[config.mk]
export PLATFORM = sky130hd
export DESIGN_NAME = gpio_in_capture
export DESIGN_NICKNAME = d
export VERILOG_FILES = /design/src/rtl/gpio_pkg.sv /design/src/rtl/gpio_debounce.sv /design/src/rtl/gpio_in_capture.sv
export SDC_FILE = /design/constraint.sdc
export NUM_CORES = 2
export LEC_CHECK = 0
export CAP_MARGIN = 20
export CORE_ASPECT_RATIO = 2
export CORE_MARGIN = 8
export CORE_UTILIZATION = 25
export DETAILED_ROUTE_END_ITERATION = 10
export MAX_ROUTING_LAYER = met4
export SLEW_MARGIN = 30
export SYNTH_ARGS = -nofsm -noshare
export SYNTH_HDL_FRONTEND = slang
export SYNTH_SLANG_ARGS = --single-unit
[constraint.sdc]
create_clock -name CLOCK_50 -period 53 [get_ports CLOCK_50]
set_clock_uncertainty 0.1 [all_clocks]
set_input_delay 10.6 -clock CLOCK_50 [delete_from_list [all_inputs] [get_ports CLOCK_50]]
set_output_delay 10.6 -clock CLOCK_50 [all_outputs]
set_load 0.01 [all_outputs]
[src/rtl/gpio_pkg.sv]
// ---------------------------------------------------------------------------
// gpio_pkg
// Shared definitions for the GPIO input capture front end.
//   - edge_mode_e   : per-channel edge-detect mode encoding (2 bits/channel)
//   - DEBOUNCE_CYCLES_50MHZ / DEBOUNCE_CYCLES_SIM : debounce lengths for
//     hardware (10 ms at 50 MHz) and for short simulations
//   - edge_qualifies : decides whether a rise/fall matches a channel mode
// ---------------------------------------------------------------------------
package gpio_pkg;

    typedef enum logic [1:0] {
        MODE_NONE = 2'b00,
        MODE_RISE = 2'b01,
        MODE_FALL = 2'b10,
        MODE_BOTH = 2'b11
    } edge_mode_e;

    localparam int DEBOUNCE_CYCLES_50MHZ = 500000;
    localparam int DEBOUNCE_CYCLES_SIM   = 4;

    function automatic logic edge_qualifies(input logic [1:0] mode,
                                            input logic       rise,
                                            input logic       fall);
        logic want_rise;
        logic want_fall;
        want_rise = (mode == MODE_RISE) || (mode == MODE_BOTH);
        want_fall = (mode == MODE_FALL) || (mode == MODE_BOTH);
        return (rise && want_rise) || (fall && want_fall);
    endfunction

endpackage

[src/rtl/gpio_debounce.sv]
// ---------------------------------------------------------------------------
// gpio_debounce
// Single-bit input conditioner: 2-flop synchroniser followed by a debounce
// filter. The synchronised level must differ from the clean level for
// DEBOUNCE_CYCLES consecutive clocks before it is accepted.
//   clk    in  system clock
//   rst    in  asynchronous active-high reset
//   pin    in  raw asynchronous pin
//   clean  out debounced level (registered)
//   accept out high in the cycle before clean toggles, i.e. clean will take
//              the new value at the coming clock edge (lets the parent
//              register an event pulse aligned with the new clean level)
// ---------------------------------------------------------------------------
module gpio_debounce
    import gpio_pkg::*;
#(
    parameter int DEBOUNCE_CYCLES = DEBOUNCE_CYCLES_50MHZ
) (
    input  logic clk,
    input  logic rst,
    input  logic pin,
    output logic clean,
    output logic accept
);

    localparam int DCNT_W = $clog2(DEBOUNCE_CYCLES + 1);
    localparam logic [DCNT_W-1:0] DCNT_LAST = DCNT_W'(DEBOUNCE_CYCLES - 1);

    logic              sync0_q, sync0_d;
    logic              sync1_q, sync1_d;
    logic              clean_q, clean_d;
    logic [DCNT_W-1:0] dcnt_q,  dcnt_d;

    always_comb begin
        sync0_d = pin;
        sync1_d = sync0_q;
        clean_d = clean_q;
        dcnt_d  = '0;
        accept  = 1'b0;
        if (sync1_q == clean_q) begin
            // Agreement restarts the count, so any shorter glitch is lost.
            dcnt_d = '0;
        end else if (dcnt_q == DCNT_LAST) begin
            clean_d = sync1_q;
            dcnt_d  = '0;
            accept  = 1'b1;
        end else begin
            dcnt_d = dcnt_q + 1'b1;
        end
    end

    always_ff @(posedge clk or posedge rst) begin
        if (rst) begin
            sync0_q <= 1'b0;
            sync1_q <= 1'b0;
            clean_q <= 1'b0;
            dcnt_q  <= '0;
        end else begin
            sync0_q <= sync0_d;
            sync1_q <= sync1_d;
            clean_q <= clean_d;
            dcnt_q  <= dcnt_d;
        end
    end

    assign clean = clean_q;

endmodule

[src/rtl/gpio_in_capture.sv]
// ---------------------------------------------------------------------------
// gpio_in_capture
// GPIO input front end: per channel synchroniser + debounce (gpio_debounce),
// mode-selectable edge detection, sticky write-1-to-clear event flags and
// saturating event counters, plus a channel-select counter mux.
//   CLOCK_50    in  system clock (50 MHz)
//   Reset       in  asynchronous active-high reset
//   gpio_in     in  raw pin inputs, WIDTH bits
//   edge_mode   in  2 bits per channel: 00 none, 01 rise, 10 fall, 11 both
//   clear       in  write-1-to-clear for event_flags[i] and counter i
//   sel         in  channel whose counter drives sel_count
//   gpio_clean  out debounced levels
//   event_pulse out one-cycle pulse per qualifying edge, aligned with the
//                   first cycle gpio_clean shows the new level
//   event_flags out sticky event flags
//   sel_count   out counter of channel sel (0 if sel >= WIDTH)
//   any_event   out OR of event_flags
// ---------------------------------------------------------------------------
module gpio_in_capture
    import gpio_pkg::*;
#(
    parameter int WIDTH           = 32,
    parameter int DEBOUNCE_CYCLES = DEBOUNCE_CYCLES_50MHZ,
    parameter int CNT_W           = 16
) (
    input  logic                                       CLOCK_50,
    input  logic                                       Reset,
    input  logic [WIDTH-1:0]                           gpio_in,
    input  logic [2*WIDTH-1:0]                         edge_mode,
    input  logic [WIDTH-1:0]                           clear,
    input  logic [((WIDTH > 1) ? $clog2(WIDTH) : 1)-1:0] sel,
    output logic [WIDTH-1:0]                           gpio_clean,
    output logic [WIDTH-1:0]                           event_pulse,
    output logic [WIDTH-1:0]                           event_flags,
    output logic [CNT_W-1:0]                           sel_count,
    output logic                                       any_event
);

    localparam int SEL_W = (WIDTH > 1) ? $clog2(WIDTH) : 1;
    localparam logic [CNT_W-1:0] CNT_MAX = '1;

    logic [WIDTH-1:0] accept;
    logic [WIDTH-1:0] qual;

    logic [WIDTH-1:0] pulse_q, pulse_d;
    logic [WIDTH-1:0] flags_q, flags_d;
    logic [CNT_W-1:0] cnt_q [WIDTH];
    logic [CNT_W-1:0] cnt_d [WIDTH];

    for (genvar g = 0; g < WIDTH; g++) begin : g_chan
        gpio_debounce #(
            .DEBOUNCE_CYCLES(DEBOUNCE_CYCLES)
        ) u_debounce (
            .clk   (CLOCK_50),
            .rst   (Reset),
            .pin   (gpio_in[g]),
            .clean (gpio_clean[g]),
            .accept(accept[g])
        );
    end

    // The edge is judged from the clean level about to be replaced, using
    // the mode present on this same edge, so the pulse/flag/counter all
    // register together with the new gpio_clean value.
    always_comb begin
        qual = '0;
        for (int i = 0; i < WIDTH; i++) begin
            qual[i] = edge_qualifies(edge_mode[2*i +: 2],
                                     accept[i] & ~gpio_clean[i],
                                     accept[i] &  gpio_clean[i]);
        end
    end

    always_comb begin
        pulse_d = qual;
        // Set wins over a simultaneous clear.
        flags_d = (flags_q & ~clear) | qual;
        for (int i = 0; i < WIDTH; i++) begin
            cnt_d[i] = cnt_q[i];
            if (clear[i]) begin
                cnt_d[i] = CNT_W'(qual[i]);
            end else if (qual[i] && (cnt_q[i] != CNT_MAX)) begin
                cnt_d[i] = cnt_q[i] + 1'b1;
            end
        end
    end

    always_ff @(posedge CLOCK_50 or posedge Reset) begin
        if (Reset) begin
            pulse_q <= '0;
            flags_q <= '0;
            for (int i = 0; i < WIDTH; i++) begin
                cnt_q[i] <= '0;
            end
        end else begin
            pulse_q <= pulse_d;
            flags_q <= flags_d;
            for (int i = 0; i < WIDTH; i++) begin
                cnt_q[i] <= cnt_d[i];
            end
        end
    end

    // Compare-based select: out-of-range sel values match no channel.
    always_comb begin
        sel_count = '0;
        for (int i = 0; i < WIDTH; i++) begin
            if (sel == SEL_W'(i)) begin
                sel_count = cnt_q[i];
            end
        end
    end

    assign event_pulse = pulse_q;
    assign event_flags = flags_q;
    assign any_event   = |flags_q;

endmodule

==> reports/metrics.cfg <==
[synth]
ys_seq_area_share_pct=47.0
synth_warnings=0
synth_top_area_share_pct=47.0
ys_seq_elements=1280
async_flop_share_pct=100
synth_cells=7351
synth_cell_type_count=87
synth_edf_count=0
synth_area_um2=68200
synth.largest_area_cell=dfrtp_1
yosysMostFrequentCell=dfrtp_1
synth-main-ff-cell=dfrtp_1
synth_common_cells=dfrtp_1 (1280), nor2_1 (1233), xnor2_1 (502)
postSynthAreaPerCell_um2=9.28
synth_nets=7550
yosys-top-cells-area=dfrtp_1 (47%), nor2_1 (6.8%), xnor2_1 (6.4%), xor2_1 (4.8%), nand3_1 (3.3%)

[pwr]
p_sw_share_pct=24.2
pwr-share-seq_pct=46.3
p_int_mw=1.62
vdd_drop_max_mv=0.0234
p_per_area_nw_per_um2=27.0
p_leak_nw=31.5
power_mw=2.14
switching_power_uw=520
pwr-share-comb_pct=5.3
p_clk_share_pct=48.4

[cts]
post_cts_buffers=0
htree_levels=4
worst_skew_pair.late_latency_ns=0.87
cts.path.max_buffers=4
clkTransAtPathRegs_ns=0.06
tritoncts=yes
clockRootBuffer=clkbuf_16
cts_sinks=1280
cts_buffers=143
cts_hold_buffers=0
ctsResizeCount=0

[timing]
post-route-period-util_pct=49.1
setup_violations=0
period_needed_ns=26.03
tns_ns=0
hold_violations=0
tightest_slew_ns=1.06
grt_setup_unrepaired=false
slew_violations=0
fmax_mhz=38.4
fin_ws_ns=26.97
relSlewSlack_pct=28.3

[route]
routed.top_layer=met4
detail_route.wl_per_cell_um=21.4
antenna_left=0
wl_met3_um=13600
wl_met2_um=115000
drtIter0Drc=3500
first_pass_iters=6
wirelength_um=238000
vias=56300
drt-met1-wl_um=85300
drc=0
post_drt_via_cell_ratio=5.05

[worst_hold_path]
hold_path_class=reg2reg

[setup_path]
cp.required_ns=42.30
end_kind=output port
worst-path-max-fanout=68
crit_arrival_ns=15.33
setup.worst_path.start_class=input pin
crit_type=in2out

[placed_design]
dp_hpwl_um=178000
place_congestion=1.00
port-buffer-count=247
dpl_cell_area_um2=74500
pre_cts_ws_ns=27.20

[floorplan]
core_um2=272000
die_w_um=385
row_count=271
start_util_pct=25.1
die_area_um2=291000
die_h_um=755
io_pins=248

[global_routing]
grt_use_total_pct=16.4
grt_pass1_wl_um=360000
antenna_found_initial=24
grt-ovfl-total=0
grt_max_degree=169
grt_pass1_vias=58000

[cells_and_area]
fillers=28500
final_nets=7699
design_area_um2=79400
layout-drive-gt1-share_pct=6.46
layout-area-overhead-vs-synth_pct=16.4

[flow_run]
drv_cap=0

[status]
status=finished clean

## state kept, by name, summed over array words and instances (netlist names)
register / count
g_chan.u_debounce.dcnt_q: 608
cnt_q: 512
event_flags: 32
event_pulse: 32
g_chan.u_debounce.clean: 32
g_chan.u_debounce.sync0_q: 32
g_chan.u_debounce.sync1_q: 32
## layout make-up
cell class / instances / area, um^2 / area share (%)
Multi-Input combinational cell: 5532 / 34200 / 43.0
Clock buffer: 185 / 3950 / 4.97
Sequential cell: 1280 / 32000 / 40.3
Antenna cell: 19 / 47.5 / 0.0599
Tap cell: 3549 / 4440 / 5.59
Clock inverter: 51 / 741 / 0.933
Inverter: 210 / 796 / 1.00
Timing Repair Buffer: 333 / 3240 / 4.08
## per-stage QoR
stage / hold WS, ns / util (%) / std cells
global placement: 0.232 / 27.4 / 10900
detailed placement: 0.236 / 27.4 / 10900
floorplan: 0.231 / - / 7351
CTS: 0.242 / 29.1 / 11100
global route: 0.249 / 29.2 / 11200
finish: 0.246 / 29.2 / 11200
## layer usage
metal	global-route usage, %	vias to the layer above
met5	-	-
met4	13.8	0
met3	3.39	742
met2	27.1	1600
met1	16.7	27900
li1	-	26100
## kinds of logic (layout without fill, tap and decap cells)
kind of cell / count (synthesis) / in the layout / synth area share (%)
and+or+nand+nor: 3546 / 3546 / 26.3
DFF: 1280 / 1280 / 47.0
xor gates and xnor gates: 878 / 878 / 11.3
AOI/OAI and AO/OA: 859 / 859 / 8.06
buffers and inverters: 539 / 779 / 3.17
muxes: 185 / 185 / 3.09
adders and majority gates: 64 / 64 / 1.17
other: 0 / 19 / 0
## path summary, 6_finish.rpt
kind | end | depth (start not counted) | slack [ns] | start
worst min-delay path | g_chan[28].u_debounce.sync1_q | 0 | 0.25 | g_chan[28].u_debounce.sync0_q
worst max register to register | cnt_q[117] | 6 | 49.44 | g_chan[24].u_debounce.dcnt_q[14]
worst max-delay path | sel_count[4] | 11 | 26.97 | sel[1]
max in group asynchronous | g_chan[25].u_debounce.dcnt_q[9] | 7 | 38.86 | Reset
worst min register to register | g_chan[28].u_debounce.sync1_q | 0 | 0.25 | g_chan[28].u_debounce.sync0_q
min in group asynchronous | g_chan[27].u_debounce.dcnt_q[4] | 2 | 10.27 | Reset
## cells in the final DEF (no fill, tap or decap), types with 29 or more instances in the layout
cell	instances
nor3_1	184
or2_2	29
clkbuf_16	144
dfrtp_1	1280
nand2_1	485
nand2b_1	40
a21oi_1	212
buf_4	76
xor2_1	376
xnor2_1	502
and4_1	126
mux2i_1	91
inv_1	208
and2_1	40
or3_1	91
nand4_1	225
nor4bb_1	32
a211oi_1	30
nor2b_1	94
nor4_1	167
nor4b_1	55
nand3_1	454
o22ai_1	34
ha_1	64
or4_1	36
and3_1	145
o21ai_0	226
mux2_2	82
nor2_1	1233
clkdlybuf4s50_1	243
o211ai_1	29
a31oi_1	43
## power groups by stage
stage | registers (mW) | logic (mW) | clock network (mW)
6_report | 0.993 | 0.113 | 1.04
5_1_grt | 0.994 | 0.123 | 1.11
4_1_cts | 0.993 | 0.113 | 1.08
3_5_place_dp | 1.01 | 0.112 | 0
3_3_place_gp | 1.01 | 0.110 | 0
2_1_floorplan | 1.01 | 0.0652 | 0
## worst max-delay path: stages
cell	delay, ns
clkbuf_8	0.42
buf_4	0.71
buf_4	0.63
nand4bb_1	0.33
o21ai_0	0.11
o21a_1	0.14
o211ai_1	0.46
a2111oi_0	0.15
buf_4	0.19
a211oi_1	0.76
clkdlybuf4s50_1	0.69
Note: power is estimated with default switching activity, not from simulation.
